[src/rtl/regfile_reader_if.sv]
// Signal bundle between the register-file scanner and its surroundings:
// scan control, register-file read port, captured data and status.
interface regfile_reader_if;
  logic        Start;
  logic        Stop;
  logic [4:0]  First_Addr;
  logic [4:0]  Last_Addr;
  logic [4:0]  R_Addr_A;
  logic [4:0]  R_Addr_B;
  logic [31:0] R_Data_A;
  logic [31:0] R_Data_B;
  logic [1:0]  C1;
  logic        C2;
  logic [7:0]  LED;
  logic [31:0] Cap_A;
  logic [31:0] Cap_B;
  logic        Valid;
  logic        B_Valid;
  logic        Busy;
  logic        Done;
  logic        Err;
  logic [31:0] Checksum;

  modport slave (
    input  Start, Stop, First_Addr, Last_Addr, R_Data_A, R_Data_B, C1, C2,
    output R_Addr_A, R_Addr_B, LED, Cap_A, Cap_B, Valid, B_Valid, Busy, Done,
           Err, Checksum
  );

  modport master (
    output Start, Stop, First_Addr, Last_Addr, R_Data_A, R_Data_B, C1, C2,
    input  R_Addr_A, R_Addr_B, LED, Cap_A, Cap_B, Valid, B_Valid, Busy, Done,
           Err, Checksum
  );
endinterface

[src/rtl/regfile_reader.sv]
// Scans a register-file address range two registers at a time, capturing each
// pair, holding it for DWELL cycles, and XOR-accumulating the in-range words.
module regfile_reader #(
  parameter int DWELL = 4
) (
  input logic            Clk,
  input logic            Reset,
  regfile_reader_if.slave bus
);

  localparam int CNT_W = (DWELL > 1) ? $clog2(DWELL) : 1;
  localparam logic [CNT_W-1:0] CNT_LOAD = (DWELL > 0) ? CNT_W'(DWELL - 1) : '0;

  typedef enum logic [2:0] {
    S_IDLE,
    S_ADDR,
    S_CAPTURE,
    S_DWELL,
    S_DONE
  } state_t;

  state_t           state, state_nxt;
  logic [4:0]       addr_a, addr_b;
  logic [31:0]      cap_a, cap_b, checksum;
  logic [CNT_W-1:0] cnt;
  logic             vld_p1, b_valid, err;

  logic busy, b_in_range, last_pair;
  logic do_start, do_err, do_capture, do_advance;

  function automatic logic [7:0] byte_sel(input logic [31:0] word, input logic [1:0] sel);
    case (sel)
      2'd0:    byte_sel = word[7:0];
      2'd1:    byte_sel = word[15:8];
      2'd2:    byte_sel = word[23:16];
      default: byte_sel = word[31:24];
    endcase
  endfunction

  assign busy       = (state == S_ADDR) || (state == S_CAPTURE) || (state == S_DWELL);
  assign b_in_range = addr_a < bus.Last_Addr;
  // Widened so that address 31 cannot wrap the comparison back to zero.
  assign last_pair  = ({1'b0, addr_a} + 6'd1) >= {1'b0, bus.Last_Addr};

  always_comb begin
    state_nxt  = state;
    do_start   = 1'b0;
    do_err     = 1'b0;
    do_capture = 1'b0;
    do_advance = 1'b0;
    case (state)
      S_IDLE: begin
        if (bus.Start) begin
          if (bus.First_Addr <= bus.Last_Addr) begin
            do_start  = 1'b1;
            state_nxt = S_ADDR;
          end else begin
            do_err    = 1'b1;
            state_nxt = S_DONE;
          end
        end
      end
      S_ADDR: state_nxt = S_CAPTURE;
      S_CAPTURE: begin
        do_capture = 1'b1;
        if (DWELL == 0) begin
          if (last_pair) begin
            state_nxt = S_DONE;
          end else begin
            do_advance = 1'b1;
            state_nxt  = S_ADDR;
          end
        end else begin
          state_nxt = S_DWELL;
        end
      end
      S_DWELL: begin
        if (cnt == '0) begin
          if (last_pair) begin
            state_nxt = S_DONE;
          end else begin
            do_advance = 1'b1;
            state_nxt  = S_ADDR;
          end
        end
      end
      S_DONE:  state_nxt = S_IDLE;
      default: state_nxt = S_IDLE;
    endcase
    // Abort beats every other transition and suppresses the capture it would cut short.
    if (busy && bus.Stop) begin
      state_nxt  = S_IDLE;
      do_capture = 1'b0;
      do_advance = 1'b0;
    end
  end

  always_ff @(posedge Clk or negedge Reset) begin
    if (!Reset) begin
      state    <= S_IDLE;
      addr_a   <= '0;
      addr_b   <= 5'd1;
      cap_a    <= '0;
      cap_b    <= '0;
      checksum <= '0;
      cnt      <= '0;
      vld_p1   <= 1'b0;
      b_valid  <= 1'b0;
      err      <= 1'b0;
    end else begin
      state  <= state_nxt;
      vld_p1 <= do_capture;
      if (do_start) begin
        addr_a   <= bus.First_Addr;
        addr_b   <= bus.First_Addr + 5'd1;
        checksum <= '0;
        err      <= 1'b0;
      end
      if (do_err) begin
        err      <= 1'b1;
        checksum <= '0;
      end
      if (do_capture) begin
        cap_a    <= bus.R_Data_A;
        cap_b    <= bus.R_Data_B;
        b_valid  <= b_in_range;
        checksum <= checksum ^ bus.R_Data_A ^ (b_in_range ? bus.R_Data_B : 32'd0);
        cnt      <= CNT_LOAD;
      end else if (state == S_DWELL && cnt != '0) begin
        cnt <= cnt - CNT_W'(1);
      end
      if (do_advance) begin
        addr_a <= addr_a + 5'd2;
        addr_b <= addr_a + 5'd3;
      end
    end
  end

  assign bus.R_Addr_A = addr_a;
  assign bus.R_Addr_B = addr_b;
  assign bus.Cap_A    = cap_a;
  assign bus.Cap_B    = cap_b;
  assign bus.Checksum = checksum;
  assign bus.Valid    = vld_p1;
  assign bus.B_Valid  = b_valid;
  assign bus.Err      = err;
  assign bus.Busy     = busy;
  assign bus.Done     = (state == S_DONE);
  assign bus.LED      = byte_sel(bus.C2 ? cap_b : cap_a, bus.C1);

endmodule

[src/flat_wrapper.sv]
// flat-port wrapper written by rule: the top's interface ports become plain ports
module regfile_reader_flat 
#(
  parameter int DWELL = 4
)
  (Clk, Reset, bus_Start, bus_Stop, bus_First_Addr, bus_Last_Addr, bus_R_Data_A, bus_R_Data_B, bus_C1, bus_C2, bus_R_Addr_A, bus_R_Addr_B, bus_LED, bus_Cap_A, bus_Cap_B, bus_Valid, bus_B_Valid, bus_Busy, bus_Done, bus_Err, bus_Checksum);
  regfile_reader_if bus_i ();
  input logic Clk;
  input logic Reset;
  input wire logic [$bits(bus_i.Start)-1:0] bus_Start;
  input wire logic [$bits(bus_i.Stop)-1:0] bus_Stop;
  input wire logic [$bits(bus_i.First_Addr)-1:0] bus_First_Addr;
  input wire logic [$bits(bus_i.Last_Addr)-1:0] bus_Last_Addr;
  input wire logic [$bits(bus_i.R_Data_A)-1:0] bus_R_Data_A;
  input wire logic [$bits(bus_i.R_Data_B)-1:0] bus_R_Data_B;
  input wire logic [$bits(bus_i.C1)-1:0] bus_C1;
  input wire logic [$bits(bus_i.C2)-1:0] bus_C2;
  output wire logic [$bits(bus_i.R_Addr_A)-1:0] bus_R_Addr_A;
  output wire logic [$bits(bus_i.R_Addr_B)-1:0] bus_R_Addr_B;
  output wire logic [$bits(bus_i.LED)-1:0] bus_LED;
  output wire logic [$bits(bus_i.Cap_A)-1:0] bus_Cap_A;
  output wire logic [$bits(bus_i.Cap_B)-1:0] bus_Cap_B;
  output wire logic [$bits(bus_i.Valid)-1:0] bus_Valid;
  output wire logic [$bits(bus_i.B_Valid)-1:0] bus_B_Valid;
  output wire logic [$bits(bus_i.Busy)-1:0] bus_Busy;
  output wire logic [$bits(bus_i.Done)-1:0] bus_Done;
  output wire logic [$bits(bus_i.Err)-1:0] bus_Err;
  output wire logic [$bits(bus_i.Checksum)-1:0] bus_Checksum;
  assign bus_i.Start = bus_Start;
  assign bus_i.Stop = bus_Stop;
  assign bus_i.First_Addr = bus_First_Addr;
  assign bus_i.Last_Addr = bus_Last_Addr;
  assign bus_i.R_Data_A = bus_R_Data_A;
  assign bus_i.R_Data_B = bus_R_Data_B;
  assign bus_i.C1 = bus_C1;
  assign bus_i.C2 = bus_C2;
  assign bus_R_Addr_A = bus_i.R_Addr_A;
  assign bus_R_Addr_B = bus_i.R_Addr_B;
  assign bus_LED = bus_i.LED;
  assign bus_Cap_A = bus_i.Cap_A;
  assign bus_Cap_B = bus_i.Cap_B;
  assign bus_Valid = bus_i.Valid;
  assign bus_B_Valid = bus_i.B_Valid;
  assign bus_Busy = bus_i.Busy;
  assign bus_Done = bus_i.Done;
  assign bus_Err = bus_i.Err;
  assign bus_Checksum = bus_i.Checksum;
  regfile_reader #(.DWELL(DWELL)) u_core (.Clk(Clk), .Reset(Reset), .bus(bus_i));
endmodule
[config.mk]
export PLATFORM = sky130hd
export DESIGN_NAME = regfile_reader_flat
export DESIGN_NICKNAME = d
export VERILOG_FILES = /design/src/rtl/regfile_reader_if.sv /design/src/rtl/regfile_reader.sv /design/src/flat_wrapper.sv
export SDC_FILE = /design/constraint.sdc
export NUM_CORES = 1
export LEC_CHECK = 0
export ABC_AREA = 0
export CAP_MARGIN = 20
export CORE_ASPECT_RATIO = 1.2
export CORE_MARGIN = 1.5
export CORE_UTILIZATION = 50
export CTS_CLUSTER_DIAMETER = 200
export DETAILED_ROUTE_END_ITERATION = 16
export PLACE_DENSITY = 0.92
export SLEW_MARGIN = 0
export SYNTH_ARGS = -nofsm -noshare
export SYNTH_HDL_FRONTEND = slang
export SYNTH_SLANG_ARGS = --single-unit
[constraint.sdc]
create_clock -name Clk -period 2.7 [get_ports Clk]
set_clock_uncertainty 0.15 [all_clocks]
set_input_delay 0.405 -clock Clk [delete_from_list [all_inputs] [get_ports Clk]]
set_output_delay 0.405 -clock Clk [all_outputs]
set_load 0.05 [all_outputs]
# After elaboration in Yosys (flattened, before gate mapping)
# Index checks and enable logic that the tools add are counted.
dict set report totals {
  word_cells 73
  regBits 114
}
dict set report classes {
  n_reduce_logical 13
  muxes 32
  bitwise_logic 2
  magnitude_cmp 3
  n_eq_ne 8
  n_addsub 5
}
# cell count
set ops {}
lappend ops {{32-bit two-way mux} 5}
lappend ops {{32-bit XOR} 2}
lappend ops {{8-bit case mux with 3 select lines} 1}
lappend ops {{5-bit two-way mux} 4}
lappend ops {{3-bit two-way mux} 5}
lappend ops {{1-bit two-way mux} 14}
lappend ops {{3-bit case mux with 4 select lines} 1}
lappend ops {{5-bit by 2-bit adder with 5-bit output, second input constant} 2}
lappend ops {{2-bit nonzero test} 4}
lappend ops {{5-bit by 1-bit adder with 6-bit output, second input constant} 1}
lappend ops {{3-bit by 2-bit equality test with 1-bit output, second input constant} 2}
lappend ops {{6-bit by 5-bit >= comparator with 1-bit output} 1}
lappend ops {{5-bit by 1-bit adder with 5-bit output, second input constant} 1}
lappend ops {{5-bit <= comparator} 1}
lappend ops {{5-bit less-than comparator} 1}
lappend ops {{2-bit zero test} 2}
lappend ops {{2-bit two-way mux} 2}
lappend ops {{3-bit by 1-bit equality test with 1-bit output, second input constant} 1}
lappend ops {{3-bit equality test, second input constant} 1}
lappend ops {{3-bit zero test} 1}
lappend ops {{3-bit by 2-bit != test with 1-bit output, second input constant} 1}
lappend ops {{3-bit != test, second input constant} 1}
lappend ops {{3-bit nonzero test} 1}
lappend ops {{2-bit by 1-bit equality test with 1-bit output, second input constant} 1}
lappend ops {{other kinds (5)} 7}

# Depth between registers and ports, before layout
# Gate-level depths: netlist (run 1).
dict set report logic_depth {
  depth_word 7
  ltp_mapped 10
  depth_no_buf 9
}

# Worst setup path after synthesis (run 1)
# Ideal clock, no wire load.
dict set report synth_path {
  path_type {register -> register}
  startpoint {reg u_core.addr_a[1] (netlist: u_core.bus.R_Addr_A[1])}
  endpoint {reg u_core.addr_a[1] (netlist: u_core.bus.R_Addr_A[1])}
  path_stages_with_launch 11
  n_path_buf 1
  arrival_ns 2.460
  period_less_slack_ns 2.762
  path_slack_ns -0.062
  path_cell_list {dfrtp_1 ha_1 nand2_1 xnor2_1 ha_1 a21o_1 a21oi_1 nand3_2 buf_2 nand3_1 o211ai_1}
}
dict set report synth_between {
  elab_chain_len 7
}
# element line_no
set synth_rtl {}
lappend synth_rtl {{start, declared} regfile_reader.sv:23} ;# logic [4:0] addr_a, addr_b;
lappend synth_rtl {{start signal, assigned} regfile_reader.sv:114} ;# addr_a <= bus.First_Addr;
lappend synth_rtl {{start signal, assigned} regfile_reader.sv:133} ;# addr_a <= addr_a + 5'd2;
lappend synth_rtl {{5-bit by 1-bit adder with 6-bit output} regfile_reader.sv:43} ;# assign last_pair = ({1'b0, addr_a} + 6'd1) >= {1'b0, bus.Last_Addr};
lappend synth_rtl {{6-bit by 5-bit >= comparator with 1-bit output} regfile_reader.sv:43}
lappend synth_rtl {{1-bit two-way mux} regfile_reader.sv:79} ;# if (last_pair) begin
lappend synth_rtl {{1-bit two-way mux} regfile_reader.sv:78} ;# if (cnt == '0) begin
lappend synth_rtl {{1-bit two-way mux} regfile_reader.sv:51} ;# case (state)
lappend synth_rtl {{1-bit two-way mux} regfile_reader.sv:91} ;# if (busy && bus.Stop) begin
lappend synth_rtl {{5-bit two-way mux / 2-bit nonzero test (equally long branches)} -}
# Parallel ways exist; a longest one is shown, timed or not.
# A chain may end at the register's enable or synchronous reset.

# Final worst setup path (run 1)
dict set report layout_path {
  startpoint {reg u_core.state[0]}
  endpoint {out bus_Done}
}
dict set report layout_between {
  elab_chain_len 1
}
# element line_no
set layout_rtl {}
lappend layout_rtl {{start, declared} regfile_reader.sv:22} ;# state_t state, state_nxt;
lappend layout_rtl {{start signal, assigned} regfile_reader.sv:111} ;# state <= state_nxt;
lappend layout_rtl {{3-bit equality test} regfile_reader.sv:148} ;# assign bus.Done = (state == S_DONE);
lappend layout_rtl {{end, declared} flat_wrapper.sv:26} ;# output wire logic [$bits(bus_i.Done)-1:0] bus_Done;
# Every way passes these cells.

==> flow_summary_export.csv, run 1 <==
group,metric,value,unit
run_status,status,"finished, final reports clean",
synthesis,synth_area_leaders,"dfrtp_1, nand2_1, a211oi_1",
sta,hold_violations,0,
critical_path,endpoint_kind,"output pin",
synthesis,ys_seq_area_share,37.1,%
pwr,p_total,13.7,mW
critical_path,worstPathMaxFanout,7,
global_routing,overflow,0,
critical_path,cpLargestDelayFamily,"buffers and inverters",
job,drv_cap,0,
pwr,peakVddDrop,0.770,mV
synthesis,yosysTopAreaCell,"dfrtp_1",
final_layout,finish.utilization,71.4,%
place,dp.cells,1296,
synthesis,avgSynthCellArea,8.39,um2
cts,cts_max_level,4,
cts,worstSkewPairLatency,0.43,ns
synthesis,synth_edf_count,0,
synthesis,synth_flop_cell,"dfrtp_1",
critical_path,crit_arrival,2.04,ns
die,dieHeight,139,um
sta,slew_headroom,62.5,%
global_routing,track_usage,33.2,%
final_layout,fin_nets,1214,
global_routing,antenna_found_initial,1,
synthesis,ys_types,50,
die,core.rowCount,49,
routing,via_count,8146,
synthesis,syn-num-nets,1018,
routing,routedWlPerCell,19.8,um
final_layout,multiInputGateArea,4220,um2
cts,clockBufferDepth,2,
synthesis,synth-seq-cells,114,
sta,rsz0062_at_grt,"false",
global_routing,grt_pass1_vias,7631,
final_layout,drive_above_1_share,11.5,%
critical_path,cp_slowest_cell,"clkdlybuf4s50_1",
routing,drc_errors,0,
synthesis,syn_area,7680,um2
sta,post-route-min-period,2.59,ns
cts,cts-buffers-inserted,17,
critical_path,r2r_cells,10,
sta,setup_viol,0,
global_routing,grt_max_degree,97,
final_layout,n_fill_cell,1113,
sta,tightestPinTransition,0.561,ns
sta,setup_slack,0.108,ns
die,fp.dieW,116,um
place,routabilityCongestion,0.932,
sta,period_share,96.0,%
pwr,p_leak,4.55,nW
critical_path,path_cells,"nor2_1 -> and2_1 -> clkdlybuf4s50_1",
critical_path,crit_path_start_kind,"flop",
final_layout,register_area,2860,um2
cts,cts.clk_slew.worst_paths,0.06,ns
critical_path,r2r_slack,0.23,ns
sta,max_freq,0.386,GHz
die,start_util,51.1,%
routing,drt_wl_total,26400,um
routing,dr.pass1.iters,6,
die,num_io_pins,200,
routing,drtIter0Drc,957,
die,core,15000,um2
critical_path,r2r_start,"u_core.bus.R_Addr_A[1]$_DFFE_PN0P_",
synthesis,synthMostInstantiatedCell,"nand2_1",
critical_path,crit_required,2.14,ns
die,die_area,16100,um2
synthesis,yosysWarningCount,0,
critical_path,worst-setup-path-type,"reg -> out",
critical_path,path_buf_inv,1,
routing,via_per_inst,6.12,
place,port_buffers,199,
synthesis,synth_common_cells,"nand2_1, dfrtp_1, inv_1",
routing,ant_nets,0,
cts,cts.root.buffer_cell,"clkbuf_16",
critical_path,r2r-end,"u_core.bus.R_Addr_A[3]$_DFFE_PN0P_",
synthesis,netlist.area_leader.share,36.8,%
final_layout,areaGrowthSynthToFinish,39.6,%
place,place_hpwl,18700,um
pwr,power_density,1270,nW/um2
sta,finalMaxSlewViolations,0,
synthesis,async_reset_ff_share,100,%
hold_path,hp-class,"in -> async",
place,dpl_worst_slack,-0.101,ns
global_routing,grt_pass1_wl,41300,um
synthesis,netlist_instances,916,
cts,post_cts_buffers,0,
cts,cts_tree,"done",
final_layout,instances_no_fill,1330,
cts,clock_sinks,114,
critical_path,critPathMaxStageDelay,0.81,ns
==> sequential cells by signal (all words and copies together), names as in the netlist <==
name                 count
u_core.bus.Cap_A        32
u_core.bus.Cap_B        32
u_core.bus.Checksum     32
u_core.bus.R_Addr_A      5
u_core.bus.R_Addr_B      5
u_core.state             3
u_core.cnt               2
u_core.bus.B_Valid       1
u_core.bus.Err           1
u_core.bus.Valid         1
==> per-layer routing <==
metal / part of all wire [%] / GRT usage (%) / vias to the layer above
li1: - / - / 3723
met2: 48 / 51.9 / 467
met4: 3.7 / 12.7 / 0
met1: 39 / 44.8 / 3890
met5: 0 / 0 / -
met3: 9.6 / 7.39 / 66
==> cells in the final DEF, fill, tap and decap left out, types with 16 or more instances in the layout <==
master and instances:
o21ai_0 39, nand2_1 237, clkdlybuf4s50_1 189, o2111ai_1 33, a211oi_1 64, clkbuf_16 17, nor4b_1 33, nand3_1 41
a21oi_1 39, or4b_1 29, inv_1 75, mux4_2 16, o22ai_1 34, buf_4 46, dfrtp_1 112, ha_1 19
==> layout make-up <==
class	instances	area share [%]
Antenna cell	1	0.0233
Clock buffer	17	3.97
Clock inverter	15	1.60
Tap cell	204	2.38
Multi-Input combinational cell	653	39.3
Timing Repair Buffer	250	23.5
Sequential cell	114	26.6
Inverter	76	2.66
==> worst register-to-register path, stage by stage (launching register included) <==
cell and delay [ns]:
dfrtp_2 0.47, ha_1 0.23, nand2_1 0.09, xnor2_1 0.12, ha_1 0.26, a21o_1 0.18
a21oi_1 0.25, nand3_2 0.11, buf_4 0.19, mux2i_1 0.13, a21o_1 0.18
==> timing repair <==
item / 4_1_cts / 5_1_grt
setup endpoints to repair: 1 / 0
gates resized for setup: 1 / 0
hold buffers: 1 / 0
hold endpoints to repair: 34 / 0
==> worst max path at each step <==
stage / startpoint / to / slack [ns] / depth (start not counted)
2_1_floorplan: u_core.bus.R_Addr_A[2]$_DFFE_PN0P_ / u_core.bus.R_Addr_A[1]$_DFFE_PN0P_ / 0.004 / 10
3_3_place_gp: bus_Last_Addr[4] / u_core.bus.Checksum[13]$_DFFE_PN0P_ / -0.04 / 9
3_5_place_dp: bus_Last_Addr[4] / u_core.bus.Checksum[17]$_DFFE_PN0P_ / -0.10 / 9
4_1_cts: u_core.state[0]$_DFFE_PN0P_ / bus_Done / 0.09 / 3
5_1_grt: u_core.state[0]$_DFFE_PN0P_ / bus_Done / 0.02 / 3
6_report: u_core.state[0]$_DFFE_PN0P_ / bus_Done / 0.11 / 3
==> metrics by stage <==
stage               hold WS (ns)  TNS, ns  cell area [um2]
finish                     0.342        0            10700
floorplan                -0.0406        0             7680
global route               0.400        0            10700
detailed placement         0.271    -1.93            10100
CTS                        0.342        0            10700
global placement           0.267   -0.444            10100
==> power breakdown <==
| group | internal (mW) | leakage (nW) | switching (mW) | total [mW] |
|---|---|---|---|---|
| logic | 2.88 | 2.81 | 5.26 | 8.14 |
| clock network | 1.38 | 0.287 | 0.923 | 2.31 |
| registers | 2.41 | 1.45 | 0.797 | 3.20 |
| total | 6.67 | 4.55 | 6.98 | 13.7 |
==> logic make-up after synthesis <==
kind of cell / share of synthesized area, %
AOI/OAI and AO/OA: 20.1
xor gates and xnor gates: 1.03
adders and majority gates: 3.42
buffers and inverters: 8.11
DFF: 37.1
muxes: 6.25
and+or+nand+nor: 23.9
Note: power is estimated with default switching activity, not from simulation.
==> run 2, diff against run 1 <==
- CTS_CLUSTER_SIZE: unset -> 14
==> results of run 2 <==
Same layout as run 1: the final DEF is identical, and so are final timing and power.
==> run 3, diff against run 2 <==
- TNS_END_PERCENT: unset -> 30
==> results of run 3 <==
Same layout as run 1: the final DEF is identical, and so are final timing and power.
